[src/rtl/romwr_streamer.sv]
// Byte-to-word download streamer feeding a toggle-handshake SDRAM ROM-write port.
// Optional macro ROMWR_BYTESWAP_EN places the even byte in [7:0] instead of [15:8].
module romwr_streamer (
    input  logic        clk,
    input  logic        reset,
    input  logic        dl_en,
    input  logic        dl_wr,
    input  logic [23:0] dl_addr,
    input  logic [7:0]  dl_data,
    output logic        dl_wait,
    output logic        romwr_req,
    input  logic        romwr_ack,
    output logic [22:0] romwr_a,
    output logic [15:0] romwr_d,
    output logic [22:0] rom_last_a,
    output logic        done,
    output logic        ovf
);
    localparam int unsigned AW    = 23;
    localparam int unsigned DW    = 16;
    localparam int unsigned DEPTH = 4;
    localparam int unsigned PW    = 2;
    localparam int unsigned CW    = 3;

    typedef struct packed {
        logic [AW-1:0] addr;
        logic [DW-1:0] data;
    } entry_t;

    typedef enum logic {IDLE, WAIT} state_t;

    function automatic logic [DW-1:0] pack_word(input logic [7:0] even, input logic [7:0] odd);
`ifdef ROMWR_BYTESWAP_EN
        return {odd, even};
`else
        return {even, odd};
`endif
    endfunction

    state_t          state, state_nxt;
    entry_t          mem [DEPTH];
    logic [PW-1:0]   wr_ptr, rd_ptr;
    logic [CW-1:0]   count, count_nxt, free;
    logic            hold_valid, hold_valid_nxt;
    logic [AW-1:0]   hold_addr, hold_addr_nxt;
    logic [7:0]      hold_data, hold_data_nxt;
    logic            dl_en_q, end_pend, end_pend_nxt;
    logic            en_rise, en_fall;
    logic            push0_v, push1_v, acc0, acc1, drop, pop, done_c;
    entry_t          push0, push1, hold_pad, odd_only;
    logic [AW-1:0]   byte_waddr, last_nxt;

    assign en_rise    = dl_en & ~dl_en_q;
    assign en_fall    = ~dl_en & dl_en_q;
    assign byte_waddr = dl_addr[23:1];

    // Byte assembly: up to two words leave the hold stage per edge.
    always_comb begin
        push0_v        = 1'b0;
        push1_v        = 1'b0;
        push0          = '0;
        push1          = '0;
        hold_valid_nxt = hold_valid;
        hold_addr_nxt  = hold_addr;
        hold_data_nxt  = hold_data;
        hold_pad.addr  = hold_addr;
        hold_pad.data  = pack_word(hold_data, 8'hFF);
        odd_only.addr  = byte_waddr;
        odd_only.data  = pack_word(8'hFF, dl_data);
        if (en_fall) begin
            if (hold_valid) begin
                push0_v        = 1'b1;
                push0          = hold_pad;
                hold_valid_nxt = 1'b0;
            end
        end else if (dl_en && dl_wr) begin
            if (!dl_addr[0]) begin
                if (hold_valid) begin
                    push0_v = 1'b1;
                    push0   = hold_pad;
                end
                hold_valid_nxt = 1'b1;
                hold_addr_nxt  = byte_waddr;
                hold_data_nxt  = dl_data;
            end else if (hold_valid && (hold_addr == byte_waddr)) begin
                push0_v        = 1'b1;
                push0.addr     = byte_waddr;
                push0.data     = pack_word(hold_data, dl_data);
                hold_valid_nxt = 1'b0;
            end else begin
                push0_v = 1'b1;
                if (hold_valid) begin
                    push0   = hold_pad;
                    push1_v = 1'b1;
                    push1   = odd_only;
                end else begin
                    push0   = odd_only;
                end
                hold_valid_nxt = 1'b0;
            end
        end
    end

    // Handshake FSM: issue the FIFO head from IDLE, wait for ack to match.
    always_comb begin
        state_nxt = state;
        pop       = 1'b0;
        case (state)
            IDLE: if (count != '0) begin
                pop       = 1'b1;
                state_nxt = WAIT;
            end
            WAIT: if (romwr_ack == romwr_req) state_nxt = IDLE;
            default: state_nxt = IDLE;
        endcase
    end

    // FIFO admission, high-water address and end-of-download tracking.
    always_comb begin
        free      = CW'(DEPTH) - count + CW'(pop);
        acc0      = push0_v && (free != '0);
        acc1      = push1_v && ((free - CW'(acc0)) != '0);
        drop      = (push0_v && !acc0) || (push1_v && !acc1);
        count_nxt = count + CW'(acc0) + CW'(acc1) - CW'(pop);
        last_nxt  = en_rise ? '0 : rom_last_a;
        if (acc0 && (push0.addr > last_nxt)) last_nxt = push0.addr;
        if (acc1 && (push1.addr > last_nxt)) last_nxt = push1.addr;
        done_c    = end_pend && !hold_valid && (count == '0) && (state == IDLE);
        end_pend_nxt = end_pend;
        if (en_fall)           end_pend_nxt = 1'b1;
        else if (done_c)       end_pend_nxt = 1'b0;
        else if (en_rise)      end_pend_nxt = 1'b0;
    end

    always_ff @(posedge clk or posedge reset) begin
        if (reset) state <= IDLE;
        else       state <= state_nxt;
    end

    always_ff @(posedge clk) begin
        if (acc0) mem[wr_ptr]          <= push0;
        if (acc1) mem[wr_ptr + PW'(1)] <= push1;
    end

    always_ff @(posedge clk or posedge reset) begin
        if (reset) begin
            wr_ptr     <= '0;
            rd_ptr     <= '0;
            count      <= '0;
            hold_valid <= 1'b0;
            hold_addr  <= '0;
            hold_data  <= '0;
            dl_en_q    <= 1'b0;
            end_pend   <= 1'b0;
            dl_wait    <= 1'b0;
            romwr_req  <= 1'b0;
            romwr_a    <= '0;
            romwr_d    <= '0;
            rom_last_a <= '0;
            done       <= 1'b0;
            ovf        <= 1'b0;
        end else begin
            wr_ptr     <= wr_ptr + PW'(acc0) + PW'(acc1);
            rd_ptr     <= rd_ptr + PW'(pop);
            count      <= count_nxt;
            hold_valid <= hold_valid_nxt;
            hold_addr  <= hold_addr_nxt;
            hold_data  <= hold_data_nxt;
            dl_en_q    <= dl_en;
            end_pend   <= end_pend_nxt;
            dl_wait    <= (count_nxt >= CW'(3)) || push1_v;
            rom_last_a <= last_nxt;
            done       <= done_c;
            ovf        <= (ovf && !en_rise) || drop;
            if (pop) begin
                romwr_req <= ~romwr_req;
                romwr_a   <= mem[rd_ptr].addr;
                romwr_d   <= mem[rd_ptr].data;
            end
        end
    end
endmodule
[config.mk]
export PLATFORM = sky130hd
export DESIGN_NAME = romwr_streamer
export DESIGN_NICKNAME = d
export VERILOG_FILES = /design/src/rtl/romwr_streamer.sv
export SDC_FILE = /design/constraint.sdc
export NUM_CORES = 1
export LEC_CHECK = 0
export CORE_MARGIN = 2
export CORE_UTILIZATION = 64
export CTS_CLUSTER_SIZE = 12
export DETAILED_ROUTE_END_ITERATION = 10
export DONT_BUFFER_PORTS = 1
export PLACE_DENSITY = 0.84
export SYNTH_ARGS = -nofsm -noshare
export SYNTH_HDL_FRONTEND = slang
export SYNTH_SLANG_ARGS = --single-unit
[constraint.sdc]
create_clock -name clk -period 6.16 [get_ports clk]
set_input_delay 0.616 -clock clk [delete_from_list [all_inputs] [get_ports clk]]
set_output_delay 0.616 -clock clk [all_outputs]
set_load 0.01 [all_outputs]
# ---- Yosys cells after proc, flatten, opt, wreduce, memory -nomap -nowiden
# Memories as Yosys holds them, arrays and structs flattened. A register that Yosys moved wholly into a read port is not among the register bits.
# Index checks and enable logic that the tools add are counted.
# Widths: inputs -> output; s select.
dict set report totals {
  regBits 69
  latchBits 0
  mem_bits_rw 156
  rom_bits 0
  inputBits 37
  output_inout_bits 66
  elab_cells 100
  n_memories 1
}
# name words word_bits rd rd_ports_with_merged_regs write_ports line_no
set memory_table {}
lappend memory_table {mem 4 39 1 1 2 41} ;# entry_t mem [DEPTH];
dict set report classes {
  addsub 10
  n_mul 0
  div_mod_pow 0
  n_lt_le_gt_ge 3
  n_eq_ne 2
  shift 0
  n_mux 36
  bitwise 8
  n_reduce_logical 26
}
# cell count
set op_table {}
lappend op_table {{$mux 39} 11}
lappend op_table {{$mux 23} 3}
lappend op_table {{$gt 23x23->1} 2}
lappend op_table {{$eq 23x23->1} 1}
lappend op_table {{$mux 1} 21}
lappend op_table {{$logic_and 1x1->1} 12}
lappend op_table {{$reduce_bool 3->1} 4}
lappend op_table {{$add 3x1->3} 3}
lappend op_table {{$add 2x1->2} 3}
lappend op_table {{$not 1->1} 6}
lappend op_table {{$sub 3x1->3} 2}
lappend op_table {{$logic_not 1->1} 4}
lappend op_table {{$ge 3x2->1 const B} 1}
lappend op_table {{$logic_not 3->1} 1}
lappend op_table {{$logic_or 1x1->1} 3}
lappend op_table {{$reduce_and 3->1} 1}
lappend op_table {{$sub 3x3->3 const A} 1}
lappend op_table {{$add 2x1->2 const B} 1}
lappend op_table {{$and 1x1->1} 2}
lappend op_table {{$pmux 1 s2} 1}
lappend op_table {{$reduce_bool 2->1} 1}
lappend op_table {{$eq 1x1->1} 1}

# ---- Depth between registers and ports, before layout
dict set report logic_depth {
  depth_word 13
  mapped_depth 26
  mapped_depth_nobuf 23
}

# ---- Least setup slack after synthesis
# Ideal clock, no wire load.
dict set report synth_path {
  kind {reg-to-reg}
  startpoint {register count[1]}
  endpoint {memory mem[1][0] in the netlist's numbering (enable)}
  setup_ns 0.440
  t_arrival_ns 5.107
  required_ns 5.720
  path_slack_ns 0.613
  stages_incl_launch_ff 18
  path_buffers 1
  period_less_slack_ns 5.547
  cell_sequence {dfrtp_1 > nor3_1 > nor2_1 > clkbuf_1 > inv_1 > ha_1 > inv_1 > ha_1 > xor2_1 > or3b_2 > nand2_2 > inv_1 > ha_1 > xnor2_1 > and3b_1 > nor3b_4 > a21o_1 > nor2b_1}
}
# item line_no
set synth_rtl {}
lappend synth_rtl {{start: declaration} 43} ;# logic [CW-1:0] count, count_nxt, free;
lappend synth_rtl {{start signal: assignment} 165} ;# count <= count_nxt;
lappend synth_rtl {{end: declaration} 41}

# ---- Worst setup path in the final report
dict set report layout_path {
  startpoint {register hold_addr[12]}
  endpoint {register rom_last_a[13]}
}
dict set report layout_between {
  elab_chain_len 12
  word_cells_on_any_way 23
  classes_between {2 x order compare; 1 x eq/ne; 16 x mux; 4 x reduce/logical}
}
# item line_no
set layout_rtl {}
lappend layout_rtl {{start: declaration} 45} ;# logic [AW-1:0] hold_addr, hold_addr_nxt;
lappend layout_rtl {{start signal: assignment} 167} ;# hold_addr <= hold_addr_nxt;
lappend layout_rtl {{$eq 23x23->1} 85} ;# end else if (hold_valid && (hold_addr == byte_waddr)) begin
lappend layout_rtl {{$logic_and 1x1->1} 85}
lappend layout_rtl {{$mux 39} 85}
lappend layout_rtl {{$mux 39} 77} ;# if (!dl_addr[0]) begin
lappend layout_rtl {{$mux 39} 76} ;# end else if (dl_en && dl_wr) begin
lappend layout_rtl {{$mux 39} 70} ;# if (en_fall) begin
lappend layout_rtl {{$gt 23x23->1} 126} ;# if (acc0 && (push0.addr > last_nxt)) last_nxt = push0.addr;
lappend layout_rtl {{$logic_and 1x1->1} 126}
lappend layout_rtl {{$mux 23} 126}
lappend layout_rtl {{$gt 23x23->1} 127} ;# if (acc1 && (push1.addr > last_nxt)) last_nxt = push1.addr;
lappend layout_rtl {{$logic_and 1x1->1} 127}
lappend layout_rtl {{$mux 23 (*)} 127}
lappend layout_rtl {{via last_nxt[13]} 51} ;# logic [AW-1:0] byte_waddr, last_nxt;
lappend layout_rtl {{end signal: assignment} 172} ;# rom_last_a <= last_nxt;
lappend layout_rtl {{end: declaration} 15} ;# output logic [22:0] rom_last_a,
# Mark *: on every way through the listed nets, which the timed path passes. The rest lies on a longest branch.
# A chain may end at the register's enable or synchronous reset.

==> results.py <==
metrics = {
    "route": {
        "wl_um": 32400,
        "firstDrtPassIters": 5,
        "via_count": 8478,
        "drc_errors": 0,
        "drt-initial-drc-count": 613,
        "antenna_left": 0,
        "avgViaCountPerCell": 6.32,
        "drt-wirelength-per-cell_um": 24.2,
    },
    "status": {
        "status": "complete, no violations",
    },
    "die": {
        "die_y_um": 154,
        "core_um2": 22000,
        "row_count": 54,
        "initial_core_util": 0.656,
        "fp.dieW_um": 154,
        "die_area_um2": 23700,
        "ios": 103,
    },
    "power_and_ir_drop": {
        "p_per_area_nw_per_um2": 414,
        "leakagePower_nw": 6.34,
        "max-vdd-ir-drop_mv": 0.272,
    },
    "sta": {
        "setup_viol": 0,
        "max-slew-margin-rel": 0.171,
        "whs_ps": 17.4,
        "fin_crit_sh": 0.958,
        "min_period_ps": 5900,
        "fmax_mhz": 169,
        "finalMaxSlewViolations": 0,
        "hold_viol": 0,
        "tightest_slew_ps": 1240,
        "rsz0062_at_grt": "no",
        "finalSetupTns_ps": 0,
        "finalClockSkew_ps": 8.92,
    },
    "setup_path": {
        "arrival_ps": 6350,
        "critPathMaxStageDelay_ps": 450,
        "r2r-end": "rom_last_a[13]",
        "crit_type": "reg2reg",
        "r2r-start": "hold_addr[12]",
        "crit_family": "compound AO/OA/AOI/OAI gates",
        "path_max_fanout": 15,
        "cpMaxStageDelayCell": "nor4_4",
        "worstPathRequired_ps": 6610,
        "reg2reg_slack_ps": 260,
        "worstRegToRegCells": 23,
        "endpoint_kind": "register",
        "cp-startpoint": "hold_addr[12]",
        "cp-start-kind": "register",
        "path_cells": "xnor2_1 -> nand4_1 -> nor4_4 -> a31oi_4 -> buf_4 -> a22o_4 -> ha_1 -> a211oi_1 -> o211ai_1 -> and3_1 -> o21ai_0 -> a311oi_4 -> buf_12 -> mux2i_4 -> ha_1 -> nand3_1 -> nor2_1 -> nand3_1 -> o211ai_1 -> a31oi_2 -> nor3_4 -> buf_6 -> mux2i_1",
        "worstPathBufferInverterCount": 3,
    },
    "synth": {
        "synth_most_common_cell": "edfxtp_1",
        "yosys.area.top_type": "edfxtp_1",
        "ys_ff_latch": 264,
        "synth_edf_count": 156,
        "synth_top_area_frac": 0.325,
        "synth_flop_cell": "edfxtp_1",
        "ys_async_sr_fraction": 0.409,
        "ys_seq_area_frac": 0.513,
        "synth_cells": 1054,
        "synth_commonest_cells": "156 x edfxtp_1, 122 x mux2_2, 108 x dfrtp_1",
        "yosysUniqueCellTypes": 68,
        "synth_nets": 1147,
        "syn-cell-area_um2": 14400,
        "synth_area_leaders": "edfxtp_1 33%, dfrtp_1 19%, mux2_2 9.5%, mux4_2 6.1%, ha_1 4.6%",
        "avgSynthCellArea_um2": 13.7,
        "yosysWarnings": 0,
    },
    "finish": {
        "nNetsFinal": 1132,
        "final_cells": 1341,
        "drive_above_1_share": 0.288,
        "fin_area_um2": 15500,
        "fin_util": 0.708,
        "areaGrowthSynthToFinish_pct": 7.92,
        "antennaDiodeCount": 0,
    },
    "global_routing": {
        "antenna_found_initial": 1,
        "grt_pass1_wl_um": 51500,
        "grt_pass1_vias": 9030,
        "grt_max_degree": 67,
        "grt_busiest_layer": "met2",
        "grt_use_met3": 0.0733,
        "grt_use_met2": 0.482,
        "grt_util_all_layers": 0.282,
        "grt-ovfl-total": 0,
        "use_met1": 0.362,
    },
    "place": {
        "place_hpwl_um": 21300,
        "gp_congestion": 0.948,
        "portBuffers": 0,
        "placed_area_um2": 14600,
        "dp.cells": 1287,
    },
    "cts": {
        "cts_tree": "done",
        "insertion_delay_ps": 540,
        "numCtsBuffers": 28,
        "root_buffer": "clkbuf_16",
        "cts_num_sinks": 264,
        "clk_path_buf_depth": 3,
        "path_clk_slew_ps": 60,
        "cts_max_level": 1,
    },
    "hold_path": {
        "hold_path.class": "in2async",
    },
    "run": {
        "cap_violations": 0,
    },
}
==> report_power, final <==
part | leakage [nW] | total, mW | internal, mW | switching [mW]
Clock | 0.441 | 1.68 | 1.00 | 0.680
Combinational | 3.13 | 1.99 | 0.999 | 0.993
Sequential | 2.77 | 2.75 | 2.34 | 0.409
Total | 6.34 | 6.43 | 4.35 | 2.08
==> cells in the final DEF (no fill, tap or decap), types with 4 or more instances in the layout <==
cell       synthesis  final
mux4_2            39     39
xnor2_1           23     23
nand2_1           65     64
mux2_2           122    122
ha_1              53     53
clkbuf_1          19     12
dfrtp_1          108    107
mux2_1             6      6
nor2b_1           25     24
mux2i_1           27     27
nand3_1            6      6
edfxtp_1         156    156
mux2_4            12     12
o21a_1            28     28
clkbuf_16          0     28
mux2i_4           19     19
nor3_1             7      6
o21ai_0           18     18
nand4_1           12     12
nor2_1            97     96
a21oi_1            9      9
inv_1             59     58
o211ai_1           4      4
xor2_1             8      8
a22o_4            19     19
a21o_1             6      6
a211oi_1           4      4
buf_4              4     22
==> worst max-delay path by stage <==
stage / slack [ps] / endpoint / cells after the start
5_1_grt: 40 / rom_last_a[13] / 23
3_5_place_dp: 100 / rom_last_a[13] / 23
3_3_place_gp: 240 / rom_last_a[7] / 23
6_report: 260 / rom_last_a[13] / 23
4_1_cts: 190 / rom_last_a[13] / 23
2_1_floorplan: 610 / mem[1][0] / 17
==> metal layers <==
metal | vias up | wire, um | part of all wire
li1 | 3809 | - | -
met1 | 4282 | 12800 | 0.40
met2 | 330 | 16300 | 0.50
met3 | 57 | 2590 | 0.080
met4 | 0 | 648 | 0.020
met5 | - | 0 | 0
==> through the flow <==
step	power [mW]	setup WS [ps]
3_5_place_dp	4.78	101
5_1_grt	6.74	43.7
4_1_cts	6.47	192
6_report	6.43	259
3_3_place_gp	4.68	244
2_1_floorplan	4.27	613
==> flip-flops by register name, indices dropped and copies added, names as in the netlist, 2 cells and up <==
| register | cells |
|---|---|
| romwr_d | 16 |
| hold_addr | 23 |
| count | 3 |
| rd_ptr | 2 |
| wr_ptr | 2 |
| romwr_a | 23 |
| rom_last_a | 23 |
| mem | 156 |
| hold_data | 8 |
==> worst reg2reg max path: cells and delay by family, from the launching register on <==
family / cells / cell delay, ps
AND/OR/NAND/NOR: 7 / 1610
flip-flops: 1 / 410
XOR/XNOR: 1 / 260
buffers and inverters: 3 / 720
multiplexers: 2 / 460
adder cells (fa/ha/maj): 2 / 660
AO/OA/AOI/OAI: 8 / 1730
==> cells by family (layout without fill, tap and decap cells) <==
| logic type | after synthesis | count (layout) | synth area share |
|---|---|---|---|
| flops | 264 | 264 | 0.513 |
| simple gates | 239 | 239 | 0.0824 |
| mux | 225 | 225 | 0.222 |
| buf+inv | 131 | 138 | 0.0447 |
| compound gates | 108 | 108 | 0.0688 |
| fa+ha+maj | 56 | 56 | 0.0502 |
| xor+xnor | 31 | 31 | 0.0189 |
==> layout make-up <==
cell class / instances / area [um2]
flip-flops and latches: 264 / 7390
multi-input cells: 659 / 6420
fillers: 1406 / 6420
clock buffers: 43 / 787
well taps: 280 / 350
repair buffers: 26 / 236
inverters: 60 / 228
clock inverters: 9 / 131
==> timing repair <==
item                                   in CTS  in global routing
endpoints found under the hold margin       0                  0
gates resized for setup                     0                  2
hold buffers                                0                  0
setup endpoints to repair                   0                 23
setup buffers                               0                  2
Note: power is estimated with default switching activity, not from simulation.
